<file path="config.mk">
export PLATFORM = sky130hd
export DESIGN_NAME = dmem_arbiter
export DESIGN_NICKNAME = d
export VERILOG_FILES = /design/src/rtl/dmem_pkg.sv /design/src/rtl/dmem_arbiter_rr.sv /design/src/rtl/dmem_arbiter.sv
export SDC_FILE = /design/constraint.sdc
export NUM_CORES = 1
export LEC_CHECK = 0
export ABC_AREA = 0
export ABC_CLOCK_PERIOD_IN_PS = 3340
export BUFFER_PORTS_ARGS = -buffer_cell sky130_fd_sc_hd__buf_2
export CAP_MARGIN = 20
export CORE_AREA = 2 2 121 123
export DETAILED_ROUTE_END_ITERATION = 12
export DIE_AREA = 0 0 123 125
export PLACE_DENSITY = 0.85
export SLEW_MARGIN = 20
export SYNTH_ARGS = -nofsm -noshare
export SYNTH_HDL_FRONTEND = slang
export SYNTH_SLANG_ARGS = --single-unit
</file>
<file path="constraint.sdc">
create_clock -name clk -period 3.34 [get_ports clk]
set_clock_uncertainty 0.15 [all_clocks]
set_input_delay 0.501 -clock clk [delete_from_list [all_inputs] [get_ports clk]]
set_output_delay 0.501 -clock clk [all_outputs]
set_load 0.1 [all_outputs]
</file>
<file path="src/rtl/dmem_pkg.sv">
`default_nettype none
// ============================================================================
//  Module      : dmem_pkg
//  Description : Shared types and constants for the data-memory arbiter.
//  Revision    : 1.0
// ============================================================================
package dmem_pkg;

    localparam int   DEFAULT_LEN_W = 4;
    localparam int   WORD_BYTES    = 4;
    localparam logic REQ_CPU       = 1'b0;
    localparam logic REQ_AUX       = 1'b1;

    typedef enum logic [0:0] {
        IDLE  = 1'b0,
        BURST = 1'b1
    } state_t;

endpackage
`default_nettype wire

</file>
<file path="src/rtl/dmem_arbiter_rr.sv">
`default_nettype none
// ============================================================================
//  Module      : rr_arbiter_2
//  Description : Combinational two-way round-robin pick; rr_ptr breaks ties.
//  Revision    : 1.0
// ============================================================================
module rr_arbiter_2
    import dmem_pkg::*;
(
    input  logic [1:0] req,
    input  logic       rr_ptr,
    output logic       winner,
    output logic       any_win
);

    always_comb begin
        any_win = |req;
        winner  = REQ_CPU;
        if (req == 2'b11) begin
            winner = rr_ptr;
        end else if (req[1]) begin
            winner = REQ_AUX;
        end
    end

endmodule
`default_nettype wire

</file>
<file path="src/rtl/dmem_arbiter.sv">
`default_nettype none
// ============================================================================
//  Module      : dmem_arbiter
//  Description : Burst-granting round-robin arbiter sharing one data memory
//                between the CPU port (r0) and an auxiliary engine (r1).
//  Revision    : 1.0
// ============================================================================
module dmem_arbiter
    import dmem_pkg::*;
#(
    parameter int ADDR_W = 32,
    parameter int DATA_W = 32,
    parameter int LEN_W  = DEFAULT_LEN_W
) (
    input  logic              clk,
    input  logic              rst,
    input  logic              r0_req,
    input  logic              r0_we,
    input  logic [ADDR_W-1:0] r0_addr,
    input  logic [LEN_W-1:0]  r0_len,
    input  logic [DATA_W-1:0] r0_wdata,
    output logic              r0_gnt,
    output logic [DATA_W-1:0] r0_rdata,
    output logic              r0_rvalid,
    output logic              r0_done,
    input  logic              r1_req,
    input  logic              r1_we,
    input  logic [ADDR_W-1:0] r1_addr,
    input  logic [LEN_W-1:0]  r1_len,
    input  logic [DATA_W-1:0] r1_wdata,
    output logic              r1_gnt,
    output logic [DATA_W-1:0] r1_rdata,
    output logic              r1_rvalid,
    output logic              r1_done,
    output logic              mem_read,
    output logic              mem_write,
    output logic [ADDR_W-1:0] mem_addr,
    output logic [DATA_W-1:0] mem_wdata,
    input  logic [DATA_W-1:0] mem_rdata,
    output logic              busy
);

    localparam int          C_WB_SH     = $clog2(WORD_BYTES);
    localparam [ADDR_W-1:0] C_ALIGN_MSK = ~ADDR_W'(WORD_BYTES - 1);

    state_t              r_state;
    state_t              w_state_nxt;
    logic                r_rr_ptr;
    logic                r_owner;
    logic                r_we;
    logic [ADDR_W-1:0]   r_base;
    logic [LEN_W-1:0]    r_cnt;
    logic [LEN_W-1:0]    r_beat;
    logic [1:0]          r_done;
    logic [1:0]          r_rvalid;
    logic [DATA_W-1:0]   r_rdata0;
    logic [DATA_W-1:0]   r_rdata1;

    logic                w_winner;
    logic                w_any_win;
    logic                w_owner_req;
    logic                w_arb_en;
    logic                w_win;
    logic                w_issue;
    logic                w_last;
    logic                w_abort;
    logic [ADDR_W-1:0]   w_beat_addr;

    rr_arbiter_2 u_rr (
        .req     ({r1_req, r0_req}),
        .rr_ptr  (r_rr_ptr),
        .winner  (w_winner),
        .any_win (w_any_win)
    );

    assign w_owner_req = (r_owner == REQ_AUX) ? r1_req : r0_req;
    // The done cycle is held off from arbitration, leaving a bubble between bursts.
    assign w_arb_en    = (r_state == IDLE) && (r_done == 2'b00) && !rst;
    assign w_win       = w_arb_en && w_any_win;
    assign w_issue     = (r_state == BURST) && w_owner_req && !rst;
    assign w_last      = w_issue && (r_cnt == '0);
    assign w_abort     = (r_state == BURST) && !w_owner_req;
    assign w_beat_addr = r_base + (ADDR_W'(r_beat) << C_WB_SH);

    always_ff @(posedge clk) begin
        if (rst) begin
            r_state <= IDLE;
        end else begin
            r_state <= w_state_nxt;
        end
    end

    always_comb begin
        w_state_nxt = r_state;
        r0_gnt      = 1'b0;
        r1_gnt      = 1'b0;
        mem_read    = 1'b0;
        mem_write   = 1'b0;
        mem_addr    = '0;
        mem_wdata   = '0;
        busy        = 1'b0;
        case (r_state)
            IDLE: begin
                if (w_win) begin
                    w_state_nxt = BURST;
                end
            end
            BURST: begin
                busy = !rst;
                if (w_last || w_abort) begin
                    w_state_nxt = IDLE;
                end
                if (w_issue) begin
                    r0_gnt    = (r_owner == REQ_CPU);
                    r1_gnt    = (r_owner == REQ_AUX);
                    mem_read  = !r_we;
                    mem_write = r_we;
                    mem_addr  = w_beat_addr;
                    mem_wdata = (r_owner == REQ_AUX) ? r1_wdata : r0_wdata;
                end
            end
            default: w_state_nxt = IDLE;
        endcase
    end

    always_ff @(posedge clk) begin
        if (rst) begin
            r_rr_ptr <= REQ_CPU;
            r_owner  <= REQ_CPU;
            r_we     <= 1'b0;
            r_base   <= '0;
            r_cnt    <= '0;
            r_beat   <= '0;
            r_done   <= 2'b00;
            r_rvalid <= 2'b00;
            r_rdata0 <= '0;
            r_rdata1 <= '0;
        end else begin
            r_done[0]   <= w_last && (r_owner == REQ_CPU);
            r_done[1]   <= w_last && (r_owner == REQ_AUX);
            r_rvalid[0] <= w_issue && !r_we && (r_owner == REQ_CPU);
            r_rvalid[1] <= w_issue && !r_we && (r_owner == REQ_AUX);
            if (w_issue && !r_we) begin
                if (r_owner == REQ_AUX) begin
                    r_rdata1 <= mem_rdata;
                end else begin
                    r_rdata0 <= mem_rdata;
                end
            end
            if (w_win) begin
                r_owner <= w_winner;
                r_we    <= (w_winner == REQ_AUX) ? r1_we : r0_we;
                r_base  <= ((w_winner == REQ_AUX) ? r1_addr : r0_addr) & C_ALIGN_MSK;
                r_cnt   <= (w_winner == REQ_AUX) ? r1_len : r0_len;
                r_beat  <= '0;
            end
            if (w_issue) begin
                r_cnt  <= r_cnt - 1'b1;
                r_beat <= r_beat + 1'b1;
            end
            // Completed or abandoned, the burst hands priority to the other side.
            if (w_last || w_abort) begin
                r_rr_ptr <= ~r_owner;
            end
        end
    end

    assign r0_done   = r_done[0];
    assign r1_done   = r_done[1];
    assign r0_rvalid = r_rvalid[0];
    assign r1_rvalid = r_rvalid[1];
    assign r0_rdata  = r_rdata0;
    assign r1_rdata  = r_rdata1;

endmodule
`default_nettype wire

</file>
---- Word-level counts from Yosys, hierarchy flattened ----
Index checks and enable logic that the tools add are counted.
storage, ports and cells
  output and inout bits ................... 137
  bits in registers ....................... 110
  input port bits ......................... 174
cells by class
  bitwise gates (word level) .............. 2
  mux-type cells .......................... 27
  equality and inequality tests ........... 1
  add/subtract/negate cells ............... 3
  reductions and logical operators ........ 22
operators by type and width
  kind                                                                number
  32-bit two-way mux                                                  6
  32-bit by 6-bit adder with 32-bit output                            1
  4-bit two-way mux                                                   5
  1-bit two-way mux                                                   15
  1-bit logical AND                                                   12
  4-bit by 1-bit adder with 4-bit output, second input constant       1
  4-bit zero test                                                     1
  2-bit AND reduction                                                 2
  4-bit by 1-bit subtractor with 4-bit output, second input constant  1
  1-bit zero test                                                     3
  2-bit equality test, second input constant                          1
  2-bit zero test                                                     1
  1-bit NOT                                                           2
  1-bit one-hot mux with 2 select lines                               1
  2-bit nonzero test                                                  1
  2-bit OR reduction                                                  1
  1-bit logical OR                                                    1

---- Longest topological paths before layout ----
Gate-level depths: netlist of the first run.
  word-level depth ........................ 7
  gate-level depth with buffers ........... 9
  depth with buffers taken out ............ 7

---- Cells and area by module ----
Synthesis of the first run repeated with hierarchy kept, for this count alone.
second synthesis, totals
  cell total of the unflattened synthesis .. 677
  area, all modules ....................... 5540.3 um^2
modules (own cells, without submodules)
  module        instances  cells each  area an instance (um^2)
  dmem_arbiter  1          674         5522.8
  rr_arbiter_2  1          3           17.5

---- Least setup slack after synthesis of the first run ----
Ideal clock, no wire load.
  path kind ............................... in2out
  start point ............................. input rst
  end point ............................... output mem_addr[4]
  arrival ................................. 3.916 ns
  setup slack ............................. -1.227 ns
  required time ........................... 2.689 ns
  stages on the path ...................... 5
  cells stage by stage .................... nand2b_1 > inv_1 > nand2_1 > buf_1 > nor3_1
between the ends
  cells in the longest elaborated chain, start to end .. 4
RTL lines
  item                line                 text
  start, declared     dmem_arbiter.sv:16   input logic rst,
  1-bit zero test     dmem_arbiter.sv:80   assign w_issue = (r_state == BURST) && w_owner_req && !rst;
  1-bit logical AND   dmem_arbiter.sv:80
  32-bit two-way mux  dmem_arbiter.sv:113  if (w_issue) begin
  32-bit two-way mux  dmem_arbiter.sv:102  case (r_state)
  end, declared       dmem_arbiter.sv:37   output logic [ADDR_W-1:0] mem_addr,
No other way between the ends.

---- Worst setup path after layout of the first run ----
  start point ............................. register r_base[2]
  end point ............................... output mem_addr[22]
between the ends
  cells in the longest elaborated chain, start to end .. 3
RTL lines
  item                                      line                 text
  start, declared                           dmem_arbiter.sv:51   logic [ADDR_W-1:0] r_base;
  start signal, assigned                    dmem_arbiter.sv:153  r_base <= ((w_winner == REQ_AUX) ? r1_addr : r0_addr) & C_ALIGN_MSK;
  32-bit by 6-bit adder with 32-bit output  dmem_arbiter.sv:83   assign w_beat_addr = r_base + (ADDR_W'(r_beat) << C_WB_SH);
  32-bit two-way mux                        dmem_arbiter.sv:113
  32-bit two-way mux                        dmem_arbiter.sv:102
No other way between the ends.

==> impl_metrics.env, run 1 <==
export IMPL_wl_per_cell_um=17.1
export IMPL_postCtsHoldBufs=0
export IMPL_insertion_delay_ns=0.36
export IMPL_synth_seq_cells=110
export IMPL_worst_pin_slew_ns=0.979
export IMPL_dp_hpwl_mm=14.9
export IMPL_dp_slack_ns=0.199
export IMPL_drt_pass1_iterations=7
export IMPL_row_count=44
export IMPL_drt_iter0_markers=494
export IMPL_dpl_instance_area_sq_um=8220
export IMPL_htree_levels=3
export IMPL_required_ns=2.69
export IMPL_ys_top_cells_by_area="dfxtp_1, nand2_1, a21oi_1"
export IMPL_start_kind="flip-flop"
export IMPL_cts_buffers=9
export IMPL_grt_pass1_vias=6310
export IMPL_die_width_um=123
export IMPL_clock_sinks=110
export IMPL_die_y_um=125
export IMPL_antenna_found_initial=2
export IMPL_ctsRootBufferMaster="clkbuf_16"
export IMPL_boundaryPins=311
export IMPL_grt_usage_pct=25.6
export IMPL_grt_pass1_wl_mm=31.6
export IMPL_finalWorstSetupSlack_ns=0.0562
export IMPL_final_layout_size_suffix_gt1_share_pct=38.7
export IMPL_slew_headroom_pct=32.9
export IMPL_maxSlewViolCount=0
export IMPL_clock_path_buffers=2
export IMPL_synth_seq_area_share_pct=39.7
export IMPL_cp_end_kind="primary output"
export IMPL_fmax_ghz=0.305
export IMPL_gp_congestion=0.818
export IMPL_cts_tree="built"
export IMPL_drv_cap=0
export IMPL_min_period_ns=3.28
export IMPL_rsz0062_at_grt="yes"
export IMPL_vdd_ir_drop_max_mv=0.332
export IMPL_synth_warnings=0
export IMPL_yosys_area_top_type="dfxtp_1"
export IMPL_synth_top_area_share_pct=39.7
export IMPL_path_class="flip-flop to primary output"
export IMPL_ys_types=49
export IMPL_critPathMaxFanout=8
export IMPL_die_area_sq_um=15400
export IMPL_design_core_area_sq_um=14200
export IMPL_synthTopCellsByCount="nand2_1, dfxtp_1, a21oi_1"
export IMPL_post_route_cell_area_sq_um=8740
export IMPL_fill_cells=1123
export IMPL_tns_ns=0
export IMPL_min_path_type="primary input to flip-flop"
export IMPL_hold_violations=0
export IMPL_ant_nets=0
export IMPL_status="complete, no violations"
export IMPL_drt_total_wl_mm=20.6
export IMPL_via_per_inst=5.58
export IMPL_reg2reg_slack_ns=1.04
export IMPL_route_detailed_drc=0
export IMPL_synth_area_sq_um=5550
export IMPL_io_buffers=304
export IMPL_ys_flop_type="dfxtp_1"
export IMPL_grt_max_degree=77
export IMPL_fin_nets=1200
export IMPL_vias=6741
export IMPL_start_util_pct=39.1
export IMPL_synth_cells=738
export IMPL_yosysMostFrequentCell="nand2_1"
export IMPL_synth_edf_count=0
export IMPL_p_per_area_nw_per_um2=408
export IMPL_cp_arrival_ns=2.63
export IMPL_cellLeakagePower_uw=0.00369
export IMPL_synth_area_per_cell_sq_um=7.52
export IMPL_setup_violations=0
export IMPL_synthArstFlopShare_pct=0
export IMPL_path_clk_slew_ns=0.08
export IMPL_period_share_pct=98.3
export IMPL_grt_overflow_total=0
export IMPL_area_growth_pct=57.3
[power breakdown]
group	leakage (uW)	internal, uW	switching (uW)
registers	0.000896	1380	68.6
clock network	0.000156	684	516
logic	0.00263	294	618
[repair_timing]
action | 4_1_cts | 5_1_grt
pin swaps | 3 | 4
cloned | 0 | 1
endpoints found under the setup margin | 12 | 17
buffers inserted | 0 | 5
resized for setup | 15 | 16
[registers in the layout, indices dropped and copies added, names as in the netlist]
name      flops
r0_rdata     32
r1_rdata     32
r_base       30
r_beat        4
r_cnt         4
r_done        2
r_owner       1
r_rr_ptr      1
r_rvalid      2
r_state       1
r_we          1
[per-stage QoR]
stage | hold WS (ns) | cells | util, % | total power [uW]
2_1_floorplan | 0.294 | 739 | - | 2050
3_3_place_gp | 0.288 | 1185 | 57.9 | 2350
3_5_place_dp | 0.293 | 1185 | 57.9 | 2370
4_1_cts | 0.223 | 1201 | 60.7 | 3560
5_1_grt | 0.237 | 1208 | 61.5 | 3690
6_report | 0.234 | 1209 | 61.5 | 3560
[routing by layer]
layer	vias to the layer above	global-route usage (%)	wire (um)
met1	3192	32.3	8100
met5	-	0	0
li1	3159	-	-
met2	349	42.0	9940
met4	0	8.56	462
met3	41	6.93	2140
[logic make-up after synthesis]
logic type / Yosys count / synth area share, %
AND/OR/NAND/NOR: 334 / 26.9
AO/OA/AOI/OAI: 180 / 21.8
flip-flops: 110 / 39.7
buffers and inverters: 84 / 5.97
multiplexers: 14 / 2.55
adder cells (fa/ha/maj): 8 / 1.94
XOR/XNOR: 7 / 1.10
other: 1 / 0.0675
[layout make-up]
class / count / area (sq um) / share of cell area [%]
Antenna cell: 2 / 5.00 / 0.0573
Tap cell: 184 / 230 / 2.63
Timing Repair Buffer: 333 / 2540 / 29.1
Sequential cell: 110 / 2210 / 25.3
Clock buffer: 10 / 239 / 2.74
Inverter: 18 / 67.6 / 0.773
Clock inverter: 6 / 92.6 / 1.06
Multi-Input combinational cell: 546 / 3350 / 38.4
[worst max-delay path: stages (launching register included)]
cell,delay [ns]
dfxtp_2,0.33
ha_2,0.17
inv_1,0.05
fa_2,0.35
nand2b_4,0.17
a21o_4,0.23
buf_6,0.15
or4_1,0.43
a21oi_2,0.20
buf_12,0.19
[final timing paths]
kind,startpoint,endpoint,cells after the start
setup / recovery,r_base[2],mem_addr[22],9
hold / removal,mem_rdata[6],r1_rdata[6],3
setup reg to reg,r_owner,r_cnt[3],5
hold reg to reg,r1_rdata[23],r1_rdata[23],2
[cells in the final DEF (no fill, tap or decap), types with 3 or more instances in the layout]
cell type,synthesis,routed
a22o_1,32,32
xnor2_1,5,5
mux2i_4,0,8
nor3_1,5,4
a311oi_1,32,32
buf_6,1,3
buf_12,0,52
nand3_1,45,45
buf_4,2,28
nor2_1,45,45
nand4_1,3,3
or3_1,13,13
buf_2,1,248
nand2_1,184,184
or4_4,1,3
nor4_4,0,3
nand2b_1,5,4
mux2i_1,13,4
inv_1,18,18
and3_1,6,6
dfxtp_1,110,106
a21oi_2,0,5
dfxtp_2,0,4
ha_1,7,6
a21oi_4,0,6
nor4_2,0,3
o31ai_1,10,10
a211oi_1,3,3
clkbuf_16,0,9
a21oi_1,79,68
or4_1,9,8
o21ai_0,9,9
Power figures use the tool's default switching activity.
==> run 2, diff against run 1 <==
- CORE_AREA: 2 2 121 123 -> unset
- CORE_ASPECT_RATIO: unset -> 0.6
- CORE_UTILIZATION: unset -> 45
- DIE_AREA: 0 0 123 125 -> unset
- PLACE_DENSITY: 0.85 -> 0.93
==> impl_metrics.env, run 2 (synthesized netlist as in run 1, its figures left out) <==
export IMPL_status="complete, no violations"
export IMPL_path_clk_slew_ns=0.08
export IMPL_cp_end_kind="primary output"
export IMPL_ctsRootBufferMaster="clkbuf_16"
export IMPL_met3_usage_pct=6.93
export IMPL_boundaryPins=311
export IMPL_design_core_area_sq_um=12000
export IMPL_maxSlewViolCount=0
export IMPL_dp_hpwl_mm=15.1
export IMPL_path_cells="ha_1, inv_1, fa_2, nand2b_4, a21o_4, or4_1, a21oi_2, buf_12"
export IMPL_postCtsHoldBufs=0
export IMPL_ant_nets=0
export IMPL_gp_congestion=0.868
export IMPL_die_width_um=145
export IMPL_cpPeakStageDelay_ns=0.44
export IMPL_htree_levels=3
export IMPL_slew_headroom_pct=31.3
export IMPL_drt_pass1_iterations=8
export IMPL_p_seq_share_pct=42.2
export IMPL_clock_path_buffers=2
export IMPL_fin_nets=1200
export IMPL_hold_violations=0
export IMPL_dpl_instance_area_sq_um=8230
export IMPL_tns_ns=0
export IMPL_worstSetupStartpoint="r_beat[0]"
export IMPL_internal_power_uw=2210
export IMPL_die_y_um=88.0
export IMPL_antenna_found_initial=1
export IMPL_met1_usage_pct=40.5
export IMPL_vdd_ir_drop_max_mv=0.335
export IMPL_cts_tree="built"
export IMPL_seqCellArea_sq_um=2210
export IMPL_setup_violations=0
export IMPL_wl_per_cell_um=17.2
export IMPL_multi_input_area_sq_um=3310
export IMPL_start_kind="flip-flop"
export IMPL_combPwrFrac_pct=26.5
export IMPL_power_frac_clock_pct=31.3
export IMPL_vias=6671
export IMPL_p_sw_uw=1230
export IMPL_grt_util_met2_pct=48.4
export IMPL_cellLeakagePower_uw=0.00363
export IMPL_min_period_ns=3.29
export IMPL_route_detailed_drc=0
export IMPL_drt_iter0_markers=506
export IMPL_p_sw_share_pct=35.6
export IMPL_busiest_layer="met2"
export IMPL_drt_total_wl_mm=20.4
export IMPL_critPathMaxFanout=8
export IMPL_clock_sinks=110
export IMPL_dp_slack_ns=0.0832
export IMPL_min_path_type="primary input to flip-flop"
export IMPL_via_per_inst=5.61
export IMPL_path_buf_inv=2
export IMPL_r2r_start="r_owner"
export IMPL_area_growth_pct=55.9
export IMPL_finalWorstSetupSlack_ns=0.0529
export IMPL_insertion_delay_ns=0.34
export IMPL_cp_slowest_cell="or4_1"
export IMPL_grt_usage_pct=30.1
export IMPL_drv_cap=0
export IMPL_p_per_area_nw_per_um2=397
export IMPL_die_area_sq_um=12800
export IMPL_cp_arrival_ns=2.64
export IMPL_final_layout_size_suffix_gt1_share_pct=38.1
export IMPL_grt_overflow_total=0
export IMPL_final_common_cell="buf_2"
export IMPL_critPathTopFamily="simple AND/OR/NAND/NOR gates"
export IMPL_grt_pass1_vias=5987
export IMPL_worst_pin_slew_ns=1.03
export IMPL_io_buffers=304
export IMPL_fill_cells=928
export IMPL_period_share_pct=98.4
export IMPL_grt_max_degree=101
export IMPL_worstHoldStart="mem_rdata[23]"
export IMPL_fmax_ghz=0.304
export IMPL_layout_common_cells="buf_2, nand2_1, dfxtp_1"
export IMPL_post_route_cell_area_sq_um=8660
export IMPL_power_total_uw=3440
export IMPL_row_count=31
export IMPL_required_ns=2.69
export IMPL_cts_buffers=9
export IMPL_path_class="flip-flop to primary output"
export IMPL_start_util_pct=46.2
export IMPL_grt_pass1_wl_mm=30.6
run 2: changes by cell type in the layout (fill, tap and decap cells not counted), moves of 2 or more:
| cell | before | now |
|---|---|---|
| bufinv_16 | 2 | 0 |
| buf_6 | 3 | 1 |
| buf_2 | 248 | 246 |
| inv_8 | 0 | 3 |
| nor4_1 | 2 | 4 |
| clkinv_8 | 0 | 2 |
| nor4_4 | 3 | 0 |
| clkinv_4 | 0 | 2 |
| inv_6 | 2 | 0 |
| buf_12 | 52 | 54 |
| clkinvlp_4 | 2 | 0 |
run 2: repair_timing:
| action | in CTS | in global routing |
|---|---|---|
| endpoints found under the setup margin | 15 | 16 |
| pin swaps | 3 | 4 |
| setup buffers | 2 | 2 |
| gates resized for setup | 11 | 10 |
| gates cloned | 1 | 1 |
run 2: final timing paths:
path	to	slack, ns	cells after the start
min reg2reg	r1_rdata[15]	0.30	2
min	r1_rdata[23]	0.25	3
max reg2reg	r1_rdata[31]	1.05	6
max	mem_addr[22]	0.05	8
run 2: worst register-to-register path: stages (launching register included):
cell,delay [ns]
dfxtp_1,0.47
and4b_1,0.27
nand2b_1,0.28
inv_1,0.47
buf_4,0.33
nand2_1,0.09
a21oi_1,0.15
run 2: area by class of cell:
| class | count | area share (%) |
|---|---|---|
| Antenna cell | 1 | 0.0289 |
| Clock buffer | 9 | 2.60 |
| Clock inverter | 7 | 0.968 |
| Inverter | 18 | 0.780 |
| Multi-Input combinational cell | 547 | 38.2 |
| Sequential cell | 110 | 25.5 |
| Tap cell | 165 | 2.38 |
| Timing Repair Buffer | 332 | 29.5 |
run 2: stage by stage:
| step | utilization (%) | hold WS (ns) | std cells |
|---|---|---|---|
| floorplan | - | 0.294 | 739 |
| global placement | 68.4 | 0.288 | 1166 |
| detailed placement | 68.4 | 0.293 | 1166 |
| CTS | 71.5 | 0.243 | 1185 |
| global route | 72.0 | 0.237 | 1189 |
| finish | 72.0 | 0.255 | 1189 |
run 2: power groups by stage:
| stage | registers (uW) | clock network (uW) | logic, uW |
|---|---|---|---|
| finish | 1450 | 1080 | 911 |
| global route | 1460 | 1140 | 968 |
| CTS | 1450 | 1100 | 904 |
| detailed placement | 1480 | 0 | 900 |
| global placement | 1470 | 0 | 881 |
| floorplan | 1570 | 0 | 481 |
run 2: per-layer routing:
layer / up-vias / routed length (um)
met4: 0 / 422
met5: - / 0
met1: 3076 / 8590
li1: 3168 / -
met3: 38 / 2020
met2: 389 / 9380
